$ cat config.mk
export PLATFORM = sky130hd
export DESIGN_NAME = program_loader_flat
export DESIGN_NICKNAME = d
export VERILOG_FILES = /design/src/rtl/program_loader_pkg.sv /design/src/rtl/program_loader_if.sv /design/src/rtl/program_loader_byte_assembler.sv /design/src/rtl/program_loader.sv /design/src/flat_wrapper.sv
export SDC_FILE = /design/constraint.sdc
export NUM_CORES = 1
export LEC_CHECK = 0
export BUFFER_PORTS_ARGS = -buffer_cell sky130_fd_sc_hd__buf_2
export CAP_MARGIN = 10
export CORE_MARGIN = 4
export CORE_UTILIZATION = 51
export DETAILED_ROUTE_END_ITERATION = 7
export PLACE_DENSITY = 0.75
export SLEW_MARGIN = 30
export SYNTH_ARGS = -nofsm -noshare
export SYNTH_HDL_FRONTEND = slang
export SYNTH_HIERARCHICAL = 1
export SYNTH_SLANG_ARGS = --single-unit
export TNS_END_PERCENT = 50
$ cat constraint.sdc
create_clock -name clk -period 2.2 [get_ports clk]
set_input_delay 0.22 -clock clk [delete_from_list [all_inputs] [get_ports clk]]
set_output_delay 0.22 -clock clk [all_outputs]
set_load 0.01 [all_outputs]
$ cat src/rtl/program_loader_pkg.sv
// ----------------------------------------------------------------------------
// program_loader_pkg
// Shared types and constants for the program loader.
//   loader_state_t     : loader FSM states
//   LOADER_WORD_BYTES  : bytes per instruction word
//   is_legal_count()   : word-count byte range check
//   state_accepts()    : whether a state offers in_ready
// Optional feature macro: PROGRAM_LOADER_CHECKSUM_EN adds the CHECK state.
// ----------------------------------------------------------------------------
package program_loader_pkg;

    localparam int LOADER_WORD_BYTES = 4;

    typedef enum logic [2:0] {
        ST_IDLE,
        ST_LOAD,
        ST_COMMIT,
`ifdef PROGRAM_LOADER_CHECKSUM_EN
        ST_CHECK,
`endif
        ST_DONE,
        ST_ERROR
    } loader_state_t;

    // A count of zero or beyond the memory depth can never be loaded.
    function automatic logic is_legal_count(input logic [7:0] n, input int unsigned depth);
        return (n != 8'd0) && (32'(n) <= depth);
    endfunction

    function automatic logic state_accepts(input loader_state_t s);
        logic r;
        r = 1'b0;
        case (s)
            ST_IDLE:  r = 1'b1;
            ST_LOAD:  r = 1'b1;
`ifdef PROGRAM_LOADER_CHECKSUM_EN
            ST_CHECK: r = 1'b1;
`endif
            default:  r = 1'b0;
        endcase
        return r;
    endfunction

endpackage

$ cat src/rtl/program_loader_if.sv
// ----------------------------------------------------------------------------
// program_loader_if
// Byte-stream input handshake plus instruction-memory write bus and CPU
// control outputs of the program loader.
//   in_valid/in_data/in_ready : byte stream; a byte moves on a rising edge
//                               where in_valid && in_ready (in_ready does not
//                               depend on in_valid; in_valid may be dropped at
//                               any time)
//   imem_we/imem_addr/imem_wdata : one-cycle word write strobe
//   cpu_reset/done/error      : CPU hold-reset and load status
// Modports: slave = loader side, master = stream source / memory side.
// ----------------------------------------------------------------------------
interface program_loader_if #(
    parameter int ADDR_W = 5
);
    logic              in_valid;
    logic [7:0]        in_data;
    logic              in_ready;
    logic              imem_we;
    logic [ADDR_W-1:0] imem_addr;
    logic [31:0]       imem_wdata;
    logic              cpu_reset;
    logic              done;
    logic              error;

    modport slave (
        input  in_valid, in_data,
        output in_ready, imem_we, imem_addr, imem_wdata, cpu_reset, done, error
    );

    modport master (
        output in_valid, in_data,
        input  in_ready, imem_we, imem_addr, imem_wdata, cpu_reset, done, error
    );
endinterface

$ cat src/rtl/program_loader_byte_assembler.sv
// ----------------------------------------------------------------------------
// program_loader_byte_assembler (byte assembler)
// Packs accepted bytes little-endian into a 32-bit word.
//   clk, reset     : clock, synchronous active-high reset
//   i_clear        : restart assembly at byte 0 with an empty word
//   i_byte_valid   : a byte is accepted this cycle
//   i_byte         : the accepted byte
//   o_word_valid   : this byte completes the word (combinational)
//   o_word         : current word with the incoming byte inserted
// ----------------------------------------------------------------------------
module program_loader_byte_assembler
    import program_loader_pkg::*;
(
    input  logic        clk,
    input  logic        reset,
    input  logic        i_clear,
    input  logic        i_byte_valid,
    input  logic [7:0]  i_byte,
    output logic        o_word_valid,
    output logic [31:0] o_word
);
    localparam int BYTE_CNT_W = $clog2(LOADER_WORD_BYTES);
    localparam logic [BYTE_CNT_W-1:0] LAST_BYTE = BYTE_CNT_W'(LOADER_WORD_BYTES - 1);

    logic [BYTE_CNT_W-1:0] r_byte_cnt;
    logic [31:0]           r_word;
    logic [31:0]           w_word;
    logic                  w_last;

    assign w_last = (r_byte_cnt == LAST_BYTE);

    // Byte k lands at bits [8k+7:8k].
    always_comb begin
        w_word = r_word;
        w_word[{r_byte_cnt, 3'b000} +: 8] = i_byte;
    end

    assign o_word_valid = i_byte_valid && w_last;
    assign o_word       = w_word;

    always_ff @(posedge clk) begin
        if (reset || i_clear) begin
            r_byte_cnt <= '0;
            r_word     <= '0;
        end else if (i_byte_valid) begin
            if (w_last) begin
                // Word handed off this edge; start the next one empty.
                r_byte_cnt <= '0;
                r_word     <= '0;
            end else begin
                r_byte_cnt <= r_byte_cnt + BYTE_CNT_W'(1);
                r_word     <= w_word;
            end
        end
    end
endmodule

$ cat src/rtl/program_loader.sv
// ----------------------------------------------------------------------------
// program_loader
// Receives a byte stream (count byte N, then N little-endian 32-bit words,
// then optionally an XOR checksum byte), writes the words to instruction
// memory and releases the CPU from reset once the load succeeds.
//   clk, reset : clock, synchronous active-high reset
//   bus        : program_loader_if.slave (stream in, imem write, status)
//   o_state    : current FSM state, for observation
// Parameters: DEPTH (memory words), ADDR_W (= log2(DEPTH)).
// Optional feature macro: PROGRAM_LOADER_CHECKSUM_EN (trailing XOR byte).
// ----------------------------------------------------------------------------
module program_loader
    import program_loader_pkg::*;
#(
    parameter int DEPTH  = 32,
    parameter int ADDR_W = 5
) (
    input  logic                    clk,
    input  logic                    reset,
    program_loader_if.slave         bus,
    output loader_state_t           o_state
);
    loader_state_t     r_state;
    loader_state_t     w_next_state;
    logic              r_in_ready;
    logic              r_cpu_reset;
    logic              r_done;
    logic              r_error;
    logic              r_imem_we;
    logic [ADDR_W-1:0] r_imem_addr;
    logic [31:0]       r_imem_wdata;
    logic [ADDR_W-1:0] r_word_idx;
    // N-1 is held rather than N so the last-word test is a plain compare.
    logic [ADDR_W-1:0] r_last_idx;
`ifdef PROGRAM_LOADER_CHECKSUM_EN
    logic [7:0]        r_xor;
`endif

    logic              w_accept;
    logic              w_start;
    logic              w_load_byte;
    logic              w_word_valid;
    logic [31:0]       w_word;

    assign w_accept    = bus.in_valid && r_in_ready;
    assign w_start     = w_accept && (r_state == ST_IDLE) &&
                         is_legal_count(bus.in_data, DEPTH);
    assign w_load_byte = w_accept && (r_state == ST_LOAD);

    program_loader_byte_assembler u_byte_assembler (
        .clk          (clk),
        .reset        (reset),
        .i_clear      (w_start),
        .i_byte_valid (w_load_byte),
        .i_byte       (bus.in_data),
        .o_word_valid (w_word_valid),
        .o_word       (w_word)
    );

    always_comb begin
        w_next_state = r_state;
        case (r_state)
            ST_IDLE: begin
                if (w_accept) begin
                    w_next_state = w_start ? ST_LOAD : ST_ERROR;
                end
            end
            ST_LOAD: begin
                if (w_word_valid && (r_word_idx == r_last_idx)) begin
                    w_next_state = ST_COMMIT;
                end
            end
            ST_COMMIT: begin
`ifdef PROGRAM_LOADER_CHECKSUM_EN
                w_next_state = ST_CHECK;
`else
                w_next_state = ST_DONE;
`endif
            end
`ifdef PROGRAM_LOADER_CHECKSUM_EN
            ST_CHECK: begin
                if (w_accept) begin
                    w_next_state = (bus.in_data == r_xor) ? ST_DONE : ST_ERROR;
                end
            end
`endif
            ST_DONE:  w_next_state = ST_DONE;
            ST_ERROR: w_next_state = ST_ERROR;
            default:  w_next_state = ST_ERROR;
        endcase
    end

    // Status outputs are registered from the next state so they line up
    // exactly with r_state.
    always_ff @(posedge clk) begin
        if (reset) begin
            r_state      <= ST_IDLE;
            r_in_ready   <= 1'b1;
            r_cpu_reset  <= 1'b1;
            r_done       <= 1'b0;
            r_error      <= 1'b0;
            r_imem_we    <= 1'b0;
            r_imem_addr  <= '0;
            r_imem_wdata <= '0;
            r_word_idx   <= '0;
            r_last_idx   <= '0;
`ifdef PROGRAM_LOADER_CHECKSUM_EN
            r_xor        <= '0;
`endif
        end else begin
            r_state     <= w_next_state;
            r_in_ready  <= state_accepts(w_next_state);
            r_cpu_reset <= (w_next_state != ST_DONE);
            r_done      <= (w_next_state == ST_DONE);
            r_error     <= (w_next_state == ST_ERROR);
            r_imem_we   <= w_word_valid;
            if (w_word_valid) begin
                r_imem_addr  <= r_word_idx;
                r_imem_wdata <= w_word;
                r_word_idx   <= r_word_idx + ADDR_W'(1);
            end
            if (w_start) begin
                r_word_idx <= '0;
                r_last_idx <= ADDR_W'(bus.in_data - 8'd1);
            end
`ifdef PROGRAM_LOADER_CHECKSUM_EN
            // The count byte seeds the running XOR.
            if (w_start) begin
                r_xor <= bus.in_data;
            end else if (w_load_byte) begin
                r_xor <= r_xor ^ bus.in_data;
            end
`endif
        end
    end

    assign bus.in_ready   = r_in_ready;
    assign bus.imem_we    = r_imem_we;
    assign bus.imem_addr  = r_imem_addr;
    assign bus.imem_wdata = r_imem_wdata;
    assign bus.cpu_reset  = r_cpu_reset;
    assign bus.done       = r_done;
    assign bus.error      = r_error;
    assign o_state        = r_state;
endmodule

$ cat src/flat_wrapper.sv
// flat-port wrapper written by rule: the top's interface ports become plain ports
module program_loader_flat import program_loader_pkg::*;
#(
    parameter int DEPTH  = 32,
    parameter int ADDR_W = 5
)
  (clk, reset, o_state, bus_in_valid, bus_in_data, bus_in_ready, bus_imem_we, bus_imem_addr, bus_imem_wdata, bus_cpu_reset, bus_done, bus_error);
  program_loader_if #(.ADDR_W(ADDR_W)) bus_i ();
  input  logic clk;
  input  logic reset;
  output loader_state_t o_state;
  input wire logic [$bits(bus_i.in_valid)-1:0] bus_in_valid;
  input wire logic [$bits(bus_i.in_data)-1:0] bus_in_data;
  output wire logic [$bits(bus_i.in_ready)-1:0] bus_in_ready;
  output wire logic [$bits(bus_i.imem_we)-1:0] bus_imem_we;
  output wire logic [$bits(bus_i.imem_addr)-1:0] bus_imem_addr;
  output wire logic [$bits(bus_i.imem_wdata)-1:0] bus_imem_wdata;
  output wire logic [$bits(bus_i.cpu_reset)-1:0] bus_cpu_reset;
  output wire logic [$bits(bus_i.done)-1:0] bus_done;
  output wire logic [$bits(bus_i.error)-1:0] bus_error;
  assign bus_i.in_valid = bus_in_valid;
  assign bus_i.in_data = bus_in_data;
  assign bus_in_ready = bus_i.in_ready;
  assign bus_imem_we = bus_i.imem_we;
  assign bus_imem_addr = bus_i.imem_addr;
  assign bus_imem_wdata = bus_i.imem_wdata;
  assign bus_cpu_reset = bus_i.cpu_reset;
  assign bus_done = bus_i.done;
  assign bus_error = bus_i.error;
  program_loader #(.DEPTH(DEPTH), .ADDR_W(ADDR_W)) u_core (.clk(clk), .reset(reset), .bus(bus_i), .o_state(o_state));
endmodule
Word-level counts from Yosys, hierarchy flattened:

Index checks and enable logic that the tools add are counted.

* bits in registers: 89
* output and inout bits: 45
* logic and storage cells: 50

* add/subtract/negate cells: 4
* magnitude comparators: 1
* equality and inequality tests: 9
* shift-type cells: 2
* multiplexer cells: 8
* reduce and logical (&&, ||, !) cells: 14

Operator list (number)
* $bwmux 32: 1
* $mux 32: 1
* $shift 8x7->32 const A: 1
* $shiftx 8x7->32: 1
* $eq 3x2->1 const B: 3
* $mux 3: 3
* $pmux 3 s3: 1
* $le 8x6->1 const B: 1
* $reduce_bool 8->1: 1
* $logic_and 1x1->1: 7
* $neg 5->7: 1
* $eq 3x1->1 const B: 2
* $logic_not 3->1: 2
* $reduce_or 2->1: 3
* $add 5x1->5 const B: 1
* $eq 5x5->1: 1
* $sub 5x1->5 const B: 1
* $eq 3x3->1 const B: 1
* $ne 3x2->1 const B: 1
* $add 2x1->2 const B: 1
* $eq 2x2->1 const B: 1
* $mux 2: 1
* $logic_or 1x1->1: 1
* $mux 1: 1

Longest topological paths before layout:

* word-level depth: 9
* depth in mapped cells: 10
* mapped depth without buffers: 8

Modules after synthesis:

The synthesis kept the hierarchy.

Modules (own cells, without submodules)
* program_loader: instances 1, cells each 204, area each 2165.8 µm²
* program_loader_byte_assembler: instances 1, cells each 194, area each 1721.7 µm²

Worst setup path after synthesis:

Ideal clock, no wire load.

* path kind: reg2reg
* start: register u_core.r_state[2], in the netlist u_core/o_state[2]
* end: register u_core.u_byte_assembler.r_word[16]
* library setup time: 0.117 ns
* arrival time: 2.167 ns
* slack: -0.084 ns
* stages on the path, launching flop included: 9
* path buffers: 2
* clock period less this slack: 2.284 ns
* cell sequence: dfxtp_1 > and4bb_2 > nor4b_4 > and2_1 > buf_6 > or2_2 > clkbuf_1 > nor2_1 > a22o_1

* word-level cells in the longest chain between the ends: 4
* elaborated cells on any way between the ends: 6
* classes of those cells: 1 x eq/ne; 5 x reduce/logical

RTL lines
* start: declaration: line program_loader.sv:23 `loader_state_t r_state;`
* start signal: assignment: line program_loader.sv:111 `r_state <= w_next_state;`
* $logic_not 3->1: line program_loader.sv:46 `assign w_start = w_accept && (r_state == ST_IDLE) &&`
* $logic_and 1x1->1 (2 in a row): line program_loader.sv:46
* net u_core.w_start: line program_loader.sv:40 `logic w_start;`
* $logic_or 1x1->1: line program_loader_byte_assembler.sv:42 `if (reset || i_clear) begin`
* end signal: assignment: line program_loader_byte_assembler.sv:52 `r_word <= w_word;`
* end: declaration: line program_loader_byte_assembler.sv:26 `logic [31:0] r_word;`

The timed path passes the listed nets, and every way through them passes these cells.
A chain may end at the register's enable or synchronous reset.

Worst setup path in the final report:

* start: register u_core.r_state[2], in the netlist u_core/o_state[2]
* end: register u_core.u_byte_assembler.r_word[17]

* word-level cells in the longest chain between the ends: 4
* elaborated cells on any way between the ends: 6
* classes of those cells: 1 x eq/ne; 5 x reduce/logical

RTL lines (line)
* $logic_not 3->1: program_loader.sv:46
* $logic_and 1x1->1 (2 in a row): program_loader.sv:46
* $logic_or 1x1->1: program_loader_byte_assembler.sv:42

Several ways; a longest one is shown, not always the timed one.

==> impl_results.md <==
* Synth Instances at 398
* Final number of setup-violating endpoints at 0
* Clk sink count at 89
* Port buffer count at 55
* Largest area contributor in the netlist: dfxtp_1
* Main synth FF type: dfxtp_1
* Number of global-route vias before repair at 3109
* Crit-path slowest cell: dfxtp_1
* Area share of the largest cell type after synthesis at 0.4583
* Crit path max fanout at 8
* Final hold vios at 0
* # diodes at 0
* Share of flip-flops with an asynchronous set or reset at 0
* FP Rows at 31
* Layout area overhead at 18.18%
* RSZ-0062 raised after global routing: no
* Iteration count of the initial detailed-routing pass at 4
* Flops & latches, synth at 89
* RR Endpoint: u_core/u_byte_assembler/r_word[17]
* Die X at 95.31 um
* Critical path class: reg2reg
* Top area cells in the synthesized netlist: dfxtp_1, mux2i_1, a22o_1, nor2_1, ha_1
* Post-route cell area at 4594 um2
* # DRC at 0
* Yosys warning total at 6
* # nets final at 489
* Largest stage delay, worst path at 0.40 ns
* First-pass GRT wire length at 15.28 mm
* Drt wl/cell at 15.92 um
* Setup tns final at 0 ns
* Worst setup path start: u_core/o_state[2]
* Setup slack, reg-to-reg at 0.14 ns
* Clock transition at path regs at 0.08 ns
* Slew HR at 0.5732
* Leakage power at 0.001808 uW
* Worst path cell trace: and4bb_2 -> nor4b_4 -> and2_1 -> or2_2 -> nor4_4 -> buf_4 -> a22o_1
* Max Cap Viol at 0
* FMAX at 485.6 MHz
* Synthesized area per cell at 9.768 um2
* Core Area at 7331 um2
* DR vias/cell at 5.500
* Pin count of the biggest net entering global routing at 35
* Worst R2R Path Depth at 7
* Hold Slack at 0.2716 ns
* Layout cells sized above 1 at 0.2452
* PwrDens at 649.8 nW/um2
* Peak supply drop at 385.4 uV
* Grt ovf at 0
* Die Height at 95.31 um
* Sequential-to-total area share from yosys stat at 0.4583
* # IOs at 56
* EDFF count, synth at 0
* Final min period at 2.059 ns
* Placed inst area at 4384 um2
* Final ANT Viol Nets at 0
* DRT iter0 DRCs at 127
* Fill count at 604
* Clock Path Buffers at 2
* Synthesized Nets at 417
* Total length of routed wires at 9.106 mm
* Cts hold-fix bufs at 0
* Root Buffer: clkbuf_8
* CTS tree: built
* Worst setup path endpoint: u_core/u_byte_assembler/r_word[17]
* Crit path launch type: register
* WP data required at 2.49 ns
* Post-Layout Cell Count at 572
* Final Cycle Share at 0.9360
* Initial antenna violation count at 0
* Hpwl dp at 6.409 mm
* Max-slew violation count at 0
* Setup crit end kind: register
* Clock H-tree levels at 3
* Die area at 9083 um2
* WP data arrival at 2.35 ns
* Status: finished, final reports clean
* Final Wtd Congestion at 0.8328
* Core Util, Final at 0.6267
* Synth Cell Area at 3887 um2
* Post-placement cell count at 557
* Routed via count at 3146
* Hold Path Class: in2reg
* GRT Total Usage at 0.2159
* Initial Util at 0.5303
* Post-synthesis cell type count at 43
* CTS Buf Count at 9
* Worst-Margin Slew at 0.6360 ns
* Skew final at 0.01213 ns
* Clk Latency, worst-skew pair at 0.36 ns
* Crit Reg-Reg Startpoint: u_core/o_state[2]
==> logic make-up after synthesis <==
group / share of synthesized area
and+or+nand+nor: 0.1664
DFF: 0.4583
AOI/OAI and AO/OA: 0.1670
buffers and inverters: 0.04795
muxes: 0.1056
xor gates and xnor gates: 0.02897
adders and majority gates: 0.02575
==> worst min path at each step <==
stage | start | endpoint | cells past startpoint
2_1_floorplan | bus_in_data[0] | u_core/r_last_idx[0] | 1
3_3_place_gp | u_core/u_byte_assembler/r_word[10] | u_core/u_byte_assembler/r_word[10] | 2
3_5_place_dp | u_core/u_byte_assembler/r_word[10] | u_core/u_byte_assembler/r_word[10] | 2
4_1_cts | bus_in_data[3] | u_core/r_last_idx[4] | 4
5_1_grt | bus_in_data[0] | u_core/r_last_idx[0] | 3
6_report | bus_in_data[0] | u_core/r_last_idx[0] | 3
==> what timing repair did <==
item                       CTS  global route
setup buffers                0             1
setup endpoints to repair    0            12
gates resized for setup      0             3
hold endpoints to repair     0             0
==> critical path, delay by kind of cell (launching register included) <==
kind            cells  cell delay, ns
simple gates        5            1.28
flops               1            0.40
buf+inv             1            0.19
compound gates      1            0.12
==> area by class of cell <==
cell class,count,area [um2],share of cell area
tap,99,123.9,0.02696
clock buffer,10,127.6,0.02778
multi-input combinational,268,1926,0.4191
inverter,18,67.56,0.01471
clock inverter,4,70.07,0.01525
sequential,89,1783,0.3881
timing repair buffer,84,496.7,0.1081
==> metal layers <==
metal  track usage  part of all wire  up-vias
met1        0.2918              0.49     1489
met4       0.08173             0.015        0
met3       0.04025             0.044       14
li1              -                 -     1565
met5             0                 0        -
met2        0.3423              0.46       78
==> placed cells by master (no fill, tap or decap), types with 10 or more instances in the layout <==
master   Yosys  final
a22o_1      34     34
buf_2       11     55
buf_4        1     28
dfxtp_1     89     88
inv_1       15     15
mux2i_1     41     41
nand2_1     23     23
nand3_1     11     11
nor2_1      50     48
nor3_1      10     10
o21ai_0     19     18
==> synth_stat cells (2+ instances only) <==
master,number
mux2i_1,41
inv_1,15
a221oi_1,2
nand3_1,11
a211oi_2,4
nand2_1,23
nand2b_1,3
buf_2,11
o21ai_1,2
buf_6,2
clkbuf_1,9
o21ai_0,19
nor2_1,50
xnor2_1,7
nand4_1,6
xor2_1,4
clkinv_1,3
a22o_1,34
dfxtp_1,89
nor4b_4,3
a32oi_1,3
o2bb2ai_1,6
and2_1,4
o21a_1,2
nor3_1,10
nand3b_1,2
ha_1,8
a21oi_1,9
and4bb_2,2
==> through the flow <==
stage	total power [uW]	setup WS, ns
2_1_floorplan	1775	-0.005159
3_3_place_gp	1855	0.08107
3_5_place_dp	1858	0.002486
4_1_cts	3002	0.1152
5_1_grt	3086	0.01352
6_report	2985	0.1409
==> sequential cells by signal, summed over array words and instances, names as in the netlist <==
signal and flops:
u_core/bus.done 1, u_core/bus.imem_we 1, u_core/u_byte_assembler/r_byte_cnt 2, u_core/r_last_idx 5, u_core/u_byte_assembler/r_word 32, u_core/bus.cpu_reset 1
u_core/bus.error 1, u_core/o_state 3, u_core/bus.imem_addr 5, u_core/r_word_idx 5, u_core/bus.in_ready 1, u_core/bus.imem_wdata 32
==> power by group <==
part,total (uW),switching [uW],internal [uW]
Combinational,195,125,69.9
Sequential,1630,8.16,1620
Clock,1160,537,624
Total,2990,671,2310
Power figures use the tool's default switching activity.
